### src/rtl/edge_tick_pkg.sv
// Shared defaults and the counter-width helper for the edge/tick generator.
package edge_tick_pkg;

  localparam int DEF_SYNC_STAGES     = 2;
  localparam int DEF_DEBOUNCE_CYCLES = 4;
  localparam int DEF_TICK_PERIOD_MAX = 1000;

  // Bits needed to hold the values 0..n-1, never fewer than one.
  function automatic int clog2w(input int n);
    int w;
    w = 1;
    while ((1 << w) < n) w++;
    return w;
  endfunction

endpackage

### src/rtl/edge_sync_ch.sv
// One input channel: synchroniser, optional debounce filter (EDGE_DEBOUNCE_EN),
// history flop, and rising/falling/sticky edge flags.
module edge_sync_ch
  import edge_tick_pkg::*;
#(
  parameter int SYNC_STAGES     = DEF_SYNC_STAGES,
  parameter int DEBOUNCE_CYCLES = DEF_DEBOUNCE_CYCLES
) (
  input  logic clk,
  input  logic rst,
  input  logic din,
  input  logic sticky_clr,
  output logic din_sync,
  output logic redge,
  output logic fedge,
  output logic edge_sticky
);

  if (DEBOUNCE_CYCLES < 1) begin : g_bad_debounce
    $error("edge_sync_ch: DEBOUNCE_CYCLES must be at least 1");
  end

  logic [SYNC_STAGES-1:0] sync_q;
  logic                   s;
  logic                   filt;
  logic                   hist_q;
  logic                   rise_nxt;
  logic                   fall_nxt;

  always_ff @(posedge clk or posedge rst) begin
    if (rst) begin
      sync_q <= '0;
    end else begin
      sync_q <= {sync_q[SYNC_STAGES-2:0], din};
    end
  end

  assign s = sync_q[SYNC_STAGES-1];

`ifdef EDGE_DEBOUNCE_EN
  localparam int DW = clog2w(DEBOUNCE_CYCLES + 1);

  logic [DW-1:0] db_cnt;
  logic          filt_q;

  // The filtered level only follows s after it has disagreed for a full run.
  always_ff @(posedge clk or posedge rst) begin
    if (rst) begin
      db_cnt <= '0;
      filt_q <= 1'b0;
    end else if (s == filt_q) begin
      db_cnt <= '0;
    end else if (db_cnt == DW'(DEBOUNCE_CYCLES - 1)) begin
      db_cnt <= '0;
      filt_q <= s;
    end else begin
      db_cnt <= db_cnt + 1'b1;
    end
  end

  assign filt = filt_q;
`else
  assign filt = s;
`endif

  assign rise_nxt = filt & ~hist_q;
  assign fall_nxt = ~filt & hist_q;

  // History resets low, so a high input at reset release reports a rising edge.
  always_ff @(posedge clk or posedge rst) begin
    if (rst) begin
      hist_q      <= 1'b0;
      din_sync    <= 1'b0;
      redge       <= 1'b0;
      fedge       <= 1'b0;
      edge_sticky <= 1'b0;
    end else begin
      hist_q      <= filt;
      din_sync    <= filt;
      redge       <= rise_nxt;
      fedge       <= fall_nxt;
      edge_sticky <= (edge_sticky & ~sticky_clr) | rise_nxt | fall_nxt;
    end
  end

  edges_exclusive: assert property (@(posedge clk) disable iff (rst) !(redge && fedge));

endmodule

### src/rtl/edge_tick_gen.sv
// Programmable-period tick strobe plus NUM_CH synchronised edge-detect channels.
// Define EDGE_DEBOUNCE_EN to add a per-channel debounce filter.
module edge_tick_gen
  import edge_tick_pkg::*;
#(
  parameter int NUM_CH          = 4,
  parameter int SYNC_STAGES     = DEF_SYNC_STAGES,
  parameter int TICK_PERIOD_MAX = DEF_TICK_PERIOD_MAX,
  parameter int DEBOUNCE_CYCLES = DEF_DEBOUNCE_CYCLES,
  localparam int PW             = clog2w(TICK_PERIOD_MAX + 1)
) (
  input  logic              clk,
  input  logic              rst,
  input  logic              tick_en,
  input  logic [PW-1:0]     tick_period,
  input  logic [NUM_CH-1:0] din,
  input  logic [NUM_CH-1:0] sticky_clr,
  output logic              tick,
  output logic [NUM_CH-1:0] din_sync,
  output logic [NUM_CH-1:0] redge,
  output logic [NUM_CH-1:0] fedge,
  output logic [NUM_CH-1:0] edge_sticky
);

  if (NUM_CH < 1 || NUM_CH > 32) begin : g_bad_num_ch
    $error("edge_tick_gen: NUM_CH must be within 1..32");
  end
  if (SYNC_STAGES < 2) begin : g_bad_sync
    $error("edge_tick_gen: SYNC_STAGES must be at least 2");
  end

  logic [PW-1:0] cnt_q;
  logic [PW-1:0] eff_period;
  logic          at_wrap;

  always_comb begin
    eff_period = tick_period;
    if (tick_period == '0) eff_period = PW'(1);
  end

  // Using >= rather than == lets a shortened period wrap at once instead of overrunning.
  assign at_wrap = (cnt_q >= (eff_period - PW'(1)));

  always_ff @(posedge clk or posedge rst) begin
    if (rst) begin
      cnt_q <= '0;
      tick  <= 1'b0;
    end else if (!tick_en) begin
      cnt_q <= '0;
      tick  <= 1'b0;
    end else if (at_wrap) begin
      cnt_q <= '0;
      tick  <= 1'b1;
    end else begin
      cnt_q <= cnt_q + 1'b1;
      tick  <= 1'b0;
    end
  end

  period_in_range: assert property (@(posedge clk) disable iff (rst)
    tick_en |-> (tick_period <= PW'(TICK_PERIOD_MAX)));

  for (genvar i = 0; i < NUM_CH; i++) begin : g_ch
    edge_sync_ch #(
      .SYNC_STAGES    (SYNC_STAGES),
      .DEBOUNCE_CYCLES(DEBOUNCE_CYCLES)
    ) u_ch (
      .clk        (clk),
      .rst        (rst),
      .din        (din[i]),
      .sticky_clr (sticky_clr[i]),
      .din_sync   (din_sync[i]),
      .redge      (redge[i]),
      .fedge      (fedge[i]),
      .edge_sticky(edge_sticky[i])
    );
  end

endmodule

### config.mk
export PLATFORM = sky130hd
export DESIGN_NAME = edge_tick_gen
export DESIGN_NICKNAME = d
export VERILOG_FILES = /design/src/rtl/edge_tick_pkg.sv /design/src/rtl/edge_sync_ch.sv /design/src/rtl/edge_tick_gen.sv
export SDC_FILE = /design/constraint.sdc
export NUM_CORES = 1
export LEC_CHECK = 0
export ABC_AREA = 1
export CAP_MARGIN = 20
export CORE_MARGIN = 1.5
export CORE_UTILIZATION = 30
export DETAILED_ROUTE_END_ITERATION = 7
export GPL_TIMING_DRIVEN = 0
export PLACE_DENSITY = 0.54
export RECOVER_POWER = 25
export SYNTH_ARGS = -nofsm -noshare
export SYNTH_HDL_FRONTEND = slang
export SYNTH_HIERARCHICAL = 1
export SYNTH_SLANG_ARGS = --single-unit
### constraint.sdc
create_clock -name clk -period 2.9 [get_ports clk]
set_input_delay 0.87 -clock clk [delete_from_list [all_inputs] [get_ports clk]]
set_output_delay 0.87 -clock clk [all_outputs]
set_load 0.03 [all_outputs]
=== Yosys cells after proc, flatten, opt, wreduce, memory -nomap -nowiden ===
Cells that the tools add are included.

* Add/subtract/negate cells: 2
* Multiplexer cells: 5
* Reductions and logical operators: 1
* Bitwise logic cells: 32
* Magnitude comparators: 1

{| class="wikitable"
|+ Operators with widths
! cell !! number
|-
| $mux W10 || 3
|-
| $and A1 B1 Y1 || 12
|-
| $not A1 Y1 || 12
|-
| $add A10 B1 Y10 const B || 1
|-
| $ge A10 B10 Y1 || 1
|-
| $logic_not A10 Y1 || 1
|-
| $sub A10 B1 Y10 const B || 1
|-
| $or A1 B1 Y1 || 8
|-
| $mux W1 || 2
|}

* Output and inout bits: 17
* Input port bits: 21
* Flip-flop bits (word level): 35

=== Depth between registers and ports, before layout ===
Gate-level depths: netlist (run 1).

* Depth after elaboration: 6
* Depth in mapped cells: 17
* Gate-level depth less buffers: 17

=== Hierarchy ===
The synthesis (run 1) kept the hierarchy.

{| class="wikitable"
|+ By module, submodules not included
! module !! cells each !! area each (um^2) !! sequential area each (um^2) !! instances
|-
| edge_tick_gen || 129 || 952.2 || 275.3 || 1
|-
| edge_sync_ch || 16 || 188.9 || 150.1 || 4
|}

=== Least setup slack after synthesis (run 1) ===
Ideal clock, no wire load.

* Kind: input to register
* Start: in tick_period[0]
* End: reg cnt_q[0]
* Buffers on the path: 0
* Path slack: 0.183 ns
* Stages: 14
* Arrival time: 2.593 ns
* Library setup time: 0.124 ns
* Cell sequence: nor2_1 nand2_1 nor2_1 a31oi_1 ha_1 nand3_1 nor3_1 xnor2_1 ha_1 nand2_1 nor2_1 nand3_1 nand4_4 nor2_1

* Word-level cells in the longest chain between the ends: 6

{| class="wikitable"
|+ Ends and longest elaborated chain
! item !! RTL line !! source
|-
| start: declaration || edge_tick_gen.sv:15 || <nowiki>input logic [PW-1:0] tick_period,</nowiki>
|-
| $logic_not A10 Y1 || edge_tick_gen.sv:38 || <nowiki>if (tick_period == '0) eff_period = PW'(1);</nowiki>
|-
| $mux W10 * || edge_tick_gen.sv:38 ||
|-
| $sub A10 B1 Y10 * || edge_tick_gen.sv:42 || <nowiki>assign at_wrap = (cnt_q >= (eff_period - PW'(1)));</nowiki>
|-
| $ge A10 B10 Y1 * || edge_tick_gen.sv:42 ||
|-
| $mux W10 * || edge_tick_gen.sv:51 || <nowiki>end else if (at_wrap) begin</nowiki>
|-
| $mux W10 * || edge_tick_gen.sv:48 || <nowiki>end else if (!tick_en) begin</nowiki>
|-
| end signal: assignment || edge_tick_gen.sv:55 || <nowiki>cnt_q <= cnt_q + 1'b1;</nowiki>
|-
| end: declaration || edge_tick_gen.sv:32 || <nowiki>logic [PW-1:0] cnt_q;</nowiki>
|}

Every way passes the cells marked *; elsewhere a longest branch is shown, timed or not.

=== Worst setup path after layout (run 1) ===
* Start: in tick_period[7]
* End: reg cnt_q[8]

Same word-level chain as after synthesis.

==> results.yml, run 1 <==
timing:
  drv_slew: 0
  fin_skew_ns: 0.00499
  worst_hold_slack_ns: 0.354
  fmax_mhz: 359
  rsz0062_at_grt: "no"
  finalSetupViolCount: 0
  setup_slack_ns: 0.112
  finalHoldViolCount: 0
  tightestPinTransition_ns: 0.466
  fin_crit_sh: 0.961
  relSlewSlack: 0.689
  period_minus_slack_ns: 2.79
power:
  pwr_density_cell_mw_per_mm2: 434
  peakVddDrop_v: 0.000318
  leakage_nw: 1.20
placement:
  place_area_sq_mm: 0.00217
  placedCellCount: 302
  detailedPlace.worstSlack_ns: -0.788
  place_hpwl_microns: 2520
  io_buffers: 37
  gp_congestion: 0.726
global_routing:
  grt-ovfl-total: 0
  grt_antenna_before_repair: 0
  grt_max_degree: 12
  grt_pass1_wl_microns: 5800
  first_global_vias: 1365
  grtUsageTotal: 0.122
synthesis:
  netlist.area_leader.share: 0.513
  yosys_warnings: 6
  synth_flop_cell: "dfrtp_1"
  synthCells: 193
  syn-num-nets: 226
  synth_edf_count: 0
  synth_cell_types: 22
  ys_ff_latch: 35
  synth.avg_cell_area_sq_um: 8.85
  yosysSeqAreaShare: 0.513
  synthTopCellsByArea: "dfrtp_1, inv_1, nand2_1, ha_1, nor2_1"
  yosysTopAreaCell: "dfrtp_1"
  ys_top_cells_by_count: "inv_1, nand2_1, dfrtp_1, nor2_1, ha_1"
  async_reset_ff_frac: 1.00
  synth_area_sq_mm: 0.00171
worst_setup_path:
  cp_max_fo: 5
  worstSetupPathType: "in2reg"
  worst_setup_path_end_kind: "flop"
  startpoint_type: "primary input"
  crit_arrival_ns: 3.01
  cp_data_required_time_ns: 3.12
floorplan:
  core_area_sq_mm: 0.00551
  die_h_microns: 78.5
  die_area_sq_mm: 0.00615
  die_w_microns: 78.5
  rows: 27
  num_io_pins: 38
  initial_core_util: 0.310
clock_network:
  cts_sinks: 35
  cts.clk_slew.worst_paths_ns: 0.07
  clk_latency_ns: 0.28
  cts.htree.levels: 2
  cts_tree: "built"
  hold_buffers: 0
  cts_root_buf: "clkbuf_8"
  clockBufferDepth: 2
  cts_buffers: 5
layout:
  syn_to_final_growth_pct: 41.2
  multiInputGateArea_sq_um: 808
  n_antenna_cell: 0
  final_util: 0.438
  regArea_sq_um: 876
  drive_above_1_share: 0.204
  nFillCells: 550
  finish.instance_area_sq_mm: 0.00241
  fin_nets: 277
  finalNonFillerCells: 317
routing:
  drc: 0
  wl_per_cell_microns: 10.9
  totalWireLength_microns: 3440
  postRouteAntennaNets: 0
  drt_first_iter_violations: 39
  vias_per_cell: 4.22
  first_pass_iters: 4
  via_count: 1337
outcome:
  run_status: "completed"
hold_path:
  min_path_type: "reg2reg"
job:
  maxCapViolCount: 0
stage by stage:
step | power, W | TNS, ns
after floorplan | 0.000620 | 0
after global placement | 0.000697 | -8.29
after detailed placement | 0.000699 | -8.45
after CTS | 0.00105 | 0
after global routing | 0.00110 | 0
final | 0.00105 | 0
registers in the layout (all words and copies together) (netlist names):
name / flops
g_ch.u_ch/sync_q: 8
g_ch.u_ch/edge_sticky: 4
g_ch.u_ch/din_sync: 4
tick: 1
g_ch.u_ch/fedge: 4
cnt_q: 10
g_ch.u_ch/redge: 4
path summary, 6_finish.rpt:
path	start	to	slack [ns]	cells past startpoint
worst min-delay path	g_ch[0].u_ch/sync_q[0]	g_ch[0].u_ch/sync_q[1]	0.35	0
worst min register to register	g_ch[0].u_ch/sync_q[0]	g_ch[0].u_ch/sync_q[1]	0.35	0
max in group asynchronous	rst	cnt_q[1]	1.43	2
worst max-delay path	tick_period[7]	cnt_q[8]	0.11	16
worst max register to register	cnt_q[0]	cnt_q[5]	1.29	9
min in group asynchronous	rst	g_ch[0].u_ch/sync_q[0]	1.04	2
report_power, final:
group / internal (W) / switching (W)
Sequential: 0.000511 / 0.0000165
Combinational: 0.0000755 / 0.000101
Clock: 0.000168 / 0.000174
placed cells by master (no fill, tap or decap), drive strengths merged:
master / netlist / final
a21o: 1 / 1
nand3: 12 / 12
clkinvlp: 0 / 1
o21bai: 1 / 1
clkdlybuf4s50: 0 / 22
dlygate4sd2: 0 / 4
nor3: 4 / 4
buf: 0 / 9
xor2: 6 / 6
or2: 1 / 1
clkdlybuf4s15: 0 / 2
ha: 12 / 12
clkbuf: 0 / 7
a21oi: 3 / 3
a31oi: 1 / 1
inv: 43 / 43
clkinv: 0 / 1
nand4: 4 / 5
nor2: 21 / 21
o21ai: 2 / 2
dlygate4sd3: 0 / 5
dfrtp: 35 / 35
nand2: 43 / 43
xnor2: 4 / 4
worst max-delay path, stage by stage:
cell and delay (ns):
clkdlybuf4s15_2 0.20, inv_1 0.06, nand2_2 0.06, nor2_2 0.06, a31oi_4 0.21, ha_4 0.17, nand3_4 0.10, nor3_4 0.18
xnor2_1 0.14, ha_1 0.24, nand2_1 0.10, a21oi_1 0.06, nor2_2 0.17, buf_4 0.15, nand4_4 0.11, nor2_1 0.13
kinds of logic after synthesis:
logic type,Yosys count,share of synthesized area
compound gates,8,0.0271
xor+xnor,10,0.0513
fa+ha+maj,12,0.0879
buf+inv,43,0.0945
flops,35,0.513
simple gates,85,0.226
final cells by class:
cell class                 instances  share of cell area
sequential                        35               0.363
multi-input combinational        116               0.335
timing repair buffer              43               0.162
inverter                          43              0.0669
tap                               72              0.0373
clock buffer                       6              0.0301
clock inverter                     2             0.00519
per-layer routing:
metal | track usage | vias up | share of wire
met5 | 0 | - | 0
met1 | 0.148 | 613 | 0.47
li1 | - | 687 | -
met4 | 0.0393 | 0 | 0.0090
met3 | 0.0419 | 4 | 0.053
met2 | 0.202 | 33 | 0.47
repair_timing:
action                                  4_1_cts  5_1_grt
pin swaps                                    11        9
resized for setup                            37       17
setup buffers                                 3        3
gates cloned                                  1        0
endpoints found under the setup margin       11       11
endpoints found under the hold margin         0        0
Power figures use the tool's default switching activity.
==> run 2: changes to the inputs <==
--- a/config.mk
+++ b/config.mk
@@ -9,9 +9,10 @@
 export CAP_MARGIN = 20
 export CORE_MARGIN = 1.5
-export CORE_UTILIZATION = 30
+export CORE_UTILIZATION = 53
 export DETAILED_ROUTE_END_ITERATION = 7
 export GPL_TIMING_DRIVEN = 0
-export PLACE_DENSITY = 0.54
+export PLACE_DENSITY = 0.85
 export RECOVER_POWER = 25
+export SKIP_LAST_GASP = 1
 export SYNTH_ARGS = -nofsm -noshare
 export SYNTH_HDL_FRONTEND = slang
==> constraint.sdc (replaced) <==
create_clock -name clk -period 2.9 [get_ports clk]
set_input_delay 0.29 -clock clk [delete_from_list [all_inputs] [get_ports clk]]
set_output_delay 0.29 -clock clk [all_outputs]
set_load 0.03 [all_outputs]
==> run 2 against run 1 <==
  * Non-clock buffer count decreased by 5
  * Wire length decreased by 6.3%
  * Via count rose by 2.2%
  * Largest cell class unchanged
  * Flip-flop and latch count stayed put
==> results.yml, run 2 (synthesized netlist as in run 1, its figures left out) <==
placement:
  placedCellCount: 274
  place_hpwl_microns: 2330
  place_area_sq_mm: 0.00213
  detailedPlace.worstSlack_ns: -0.230
  gp_congestion: 0.786
  io_buffers: 37
routing:
  totalWireLength_microns: 3230
  drt_first_iter_violations: 33
  drc: 0
  via_count: 1367
  wl_per_cell_microns: 11.4
  first_pass_iters: 4
  postRouteAntennaNets: 0
  vias_per_cell: 4.83
global_routing:
  grt_max_degree: 12
  grt_pass1_wl_microns: 5180
  grtUsageTotal: 0.196
  grt-ovfl-total: 0
  first_global_vias: 1236
  grt_antenna_before_repair: 0
timing:
  drv_slew: 0
  tightestPinTransition_ns: 0.420
  finalHoldViolCount: 0
  period_minus_slack_ns: 2.70
  fin_skew_ns: 0.00276
  relSlewSlack: 0.720
  finalSetupViolCount: 0
  fmax_mhz: 370
  fin_crit_sh: 0.933
  setup_slack_ns: 0.195
  rsz0062_at_grt: "no"
clock_network:
  cts.htree.levels: 2
  clk_latency_ns: 0.32
  cts_root_buf: "clkbuf_4"
  clockBufferDepth: 2
  cts_buffers: 5
  hold_buffers: 0
  cts_sinks: 35
  cts_tree: "built"
  cts.clk_slew.worst_paths_ns: 0.09
worst_setup_path:
  cp_data_required_time_ns: 3.16
  worstSetupPathType: "in2reg"
  path_cells: "clkdlybuf4s50_1 -> inv_2 -> nand2_1 -> nor2_1 -> a31oi_2 -> ha_2 -> nand3_2 -> nor3_2 -> xnor2_1 -> ha_1 -> nand2_1 -> a21oi_1 -> nor2_2 -> buf_4 -> nand4_4 -> nor2_1"
  crit_arrival_ns: 2.96
  cp_max_fo: 5
  critPathSlowestCell: "clkdlybuf4s50_1"
  worst_setup_path_end_kind: "flop"
  reg2reg_depth: 8
  max_stage_delay_ns: 0.57
  startpoint_type: "primary input"
floorplan:
  rows: 20
  die_area_sq_mm: 0.00357
  num_io_pins: 38
  die_w_microns: 59.8
  core_area_sq_mm: 0.00305
  initial_core_util: 0.559
  die_h_microns: 59.8
layout:
  reg_top3: "cnt_q: 10 flops, g_ch.u_ch/sync_q: 8 flops"
  finish.instance_area_sq_mm: 0.00225
  layout_common_cells: "inv_1, nand2_1, dfrtp_1"
  syn_to_final_growth_pct: 31.9
  fin_nets: 272
  final_common_cell: "inv_1"
  n_antenna_cell: 0
  regMostFlops: "cnt_q"
  final_util: 0.738
  finalNonFillerCells: 283
  drive_above_1_share: 0.105
  largest_reg_flops: 10
power:
  pwr_density_cell_mw_per_mm2: 421
  peakVddDrop_v: 0.000401
  leakage_nw: 1.15
outcome:
  run_status: "completed"
job:
  maxCapViolCount: 0
hold_path:
  min_path_cells: 0
  min_path_type: "reg2reg"
run 2: repair_timing:
action                     CTS  global route
gates resized for setup      0             9
setup buffers                0             1
setup endpoints to repair    0            11
run 2: metrics by stage:
stage / setup TNS [ns] / power, W / hold slack, ns
finish: 0 / 0.000948 / 0.354
detailed placement: -2.37 / 0.000697 / 0.336
global placement: -1.21 / 0.000693 / 0.333
floorplan: 0 / 0.000620 / 0.0810
global route: 0 / 0.000998 / 0.375
CTS: 0 / 0.000952 / 0.323
run 2: layout make-up:
| class | count | area (sq um) |
|---|---|---|
| flip-flops and latches | 35 | 876 |
| well taps | 44 | 55.1 |
| multi-input cells | 116 | 726 |
| repair buffers | 38 | 378 |
| fillers | 252 | 801 |
| clock inverters | 1 | 5.00 |
| inverters | 43 | 161 |
| clock buffers | 6 | 51.3 |
run 2: per-layer routing:
metal,share of wire,wire (microns),GRT usage
met1,0.44,1410,0.243
met2,0.51,1630,0.332
met3,0.041,133,0.0455
met4,0.016,53,0.0730
met5,0,0,0
run 2: final timing paths:
check	slack (ns)	to	startpoint
min in group asynchronous	0.42	g_ch[1].u_ch/sync_q[0]	rst
worst min register to register	0.35	g_ch[3].u_ch/sync_q[1]	g_ch[3].u_ch/sync_q[0]
worst max register to register	1.35	cnt_q[8]	cnt_q[5]
max in group asynchronous	2.10	cnt_q[8]	rst
worst max-delay path	0.20	cnt_q[8]	tick_period[4]
worst min-delay path	0.35	g_ch[3].u_ch/sync_q[1]	g_ch[3].u_ch/sync_q[0]
run 2: power breakdown:
| group | leakage, nW | switching (W) | internal [W] |
|---|---|---|---|
| clock network | 0.0341 | 0.000144 | 0.000112 |
| logic | 0.680 | 0.0000918 | 0.0000735 |
| registers | 0.438 | 0.0000152 | 0.000511 |
| total | 1.15 | 0.000251 | 0.000697 |
run 2: critical path, delay by kind of cell:
kind / cells / cell delay [ns]
AO/OA/AOI/OAI: 2 / 0.27
XOR/XNOR: 1 / 0.15
adder cells (fa/ha/maj): 2 / 0.50
buffers and inverters: 3 / 0.80
AND/OR/NAND/NOR: 8 / 0.95
==> run 3: changes to the inputs <==
- CORE_MARGIN: 1.5 -> 8
- CTS_CLUSTER_DIAMETER: unset -> 120
==> run 3 against run 2 <==
  * Cell count is 0.35% lower
  * Combinational power is 3% lower
  * Die area is 48% higher
  * Flip-flop and latch count stayed put
  * Critical path type unchanged
==> results.yml, run 3 (synthesized netlist as in run 1, its figures left out) <==
outcome:
  run_status: "completed"
clock_network:
  clockBufferDepth: 2
  cts_root_buf: "clkbuf_4"
  cts_sinks: 35
  cts_buffers: 5
  cts.htree.levels: 2
  postCtsSetupBuffers: 0
  ctsResizeCount: 0
  clk_latency_ns: 0.32
  hold_buffers: 0
  cts_tree: "built"
  cts.clk_slew.worst_paths_ns: 0.09
global_routing:
  grtUsageTotal: 0.135
  grt_max_degree: 12
  grt_antenna_before_repair: 0
  first_global_vias: 1320
  grt_pass1_wl_microns: 5640
  grt-ovfl-total: 0
floorplan:
  die_h_microns: 72.8
  core_area_sq_mm: 0.00305
  die_w_microns: 72.8
  num_io_pins: 38
  rows: 20
  die_area_sq_mm: 0.00529
  initial_core_util: 0.559
placement:
  placedCellCount: 274
  place_hpwl_microns: 2560
  io_buffers: 37
  place_area_sq_mm: 0.00213
  detailedPlace.worstSlack_ns: -0.168
  gp_congestion: 0.752
layout:
  fin_nets: 270
  reg_top3: "cnt_q: 10 flops, g_ch.u_ch/sync_q: 8 flops"
  regArea_sq_um: 876
  nFillCells: 252
  largest_reg_flops: 10
  finalNonFillerCells: 282
  finish.instance_area_sq_mm: 0.00219
  multiInputGateArea_sq_um: 682
  regMostFlops: "cnt_q"
  layout_common_cells: "inv_1, nand2_1, dfrtp_1"
  n_antenna_cell: 0
  drive_above_1_share: 0.0672
  syn_to_final_growth_pct: 28.5
timing:
  fmax_mhz: 366
  fin_crit_sh: 0.941
  finalSetupViolCount: 0
  fin_skew_ns: 0.00510
  drv_slew: 0
  relSlewSlack: 0.721
  worst_hold_slack_ns: 0.362
  tightestPinTransition_ns: 0.418
  period_minus_slack_ns: 2.73
  setup_slack_ns: 0.170
  finalHoldViolCount: 0
routing:
  drc: 0
  wl_per_cell_microns: 11.5
  totalWireLength_microns: 3230
  vias_per_cell: 4.72
  first_pass_iters: 4
  drt_first_iter_violations: 75
  postRouteAntennaNets: 0
  via_count: 1331
worst_setup_path:
  crit_arrival_ns: 2.99
  startpoint_type: "primary input"
  worst_setup_path_end_kind: "flop"
  cp_max_fo: 10
  worstSetupPathType: "in2reg"
  cp_data_required_time_ns: 3.16
power:
  leakage_nw: 1.14
  peakVddDrop_v: 0.000397
  pwr_density_cell_mw_per_mm2: 421
  totalPowerFinal_w: 0.000925
hold_path:
  min_path_type: "reg2reg"
job:
  maxCapViolCount: 0
run 3: cell count changes in the layout (fill, tap and decap cells not counted), sizes merged:
cell / previous run / this run
buf: 1 / 0
clkbuf: 6 / 7
nand4: 5 / 4
run 3: per-layer routing:
metal,routed length (microns),part of all wire,GRT usage
met4,68,0.021,0.0556
met5,0,0,0
met2,1570,0.49,0.223
met1,1370,0.42,0.155
met3,229,0.071,0.0467
run 3: final timing paths:
| kind | startpoint | end | slack (ns) | depth (start not counted) |
|---|---|---|---|---|
| worst max-delay path | tick_period[4] | cnt_q[6] | 0.17 | 15 |
| worst min-delay path | g_ch[1].u_ch/sync_q[0] | g_ch[1].u_ch/sync_q[1] | 0.36 | 0 |
| worst max register to register | cnt_q[0] | cnt_q[6] | 1.33 | 9 |
| worst min register to register | g_ch[1].u_ch/sync_q[0] | g_ch[1].u_ch/sync_q[1] | 0.36 | 0 |
| max in group asynchronous | rst | cnt_q[6] | 2.14 | 2 |
| min in group asynchronous | rst | g_ch[1].u_ch/din_sync | 0.38 | 2 |
run 3: layout make-up:
class | count | share of cell area
multi-input combinational | 115 | 0.311
clock inverter | 1 | 0.00228
sequential | 35 | 0.399
clock buffer | 7 | 0.0205
inverter | 43 | 0.0735
tap | 44 | 0.0251
timing repair buffer | 37 | 0.169
run 3: worst max-delay path, stage by stage:
cell,delay [ns]
clkdlybuf4s50_1,0.56
inv_2,0.07
nand2_1,0.10
nor2_1,0.08
a31oi_2,0.21
ha_1,0.22
nand3_1,0.19
nor3_2,0.20
xnor2_1,0.15
ha_1,0.25
nand2_1,0.09
a21oi_1,0.06
nor2_2,0.16
nand4_4,0.20
nor2_1,0.14
run 3: power by group:
| part | internal, W | leakage (nW) | switching (W) |
|---|---|---|---|
| logic | 0.0000718 | 0.669 | 0.0000885 |
| clock network | 0.0000944 | 0.0293 | 0.000144 |
| registers | 0.000511 | 0.438 | 0.0000155 |
run 3: through the flow:
| step | utilization | TNS, ns |
|---|---|---|
| 6_report | 0.719 | 0 |
| 3_5_place_dp | 0.699 | -1.47 |
| 2_1_floorplan | - | 0 |
| 5_1_grt | 0.719 | -0.0308 |
| 4_1_cts | 0.715 | 0 |
| 3_3_place_gp | 0.699 | -1.20 |
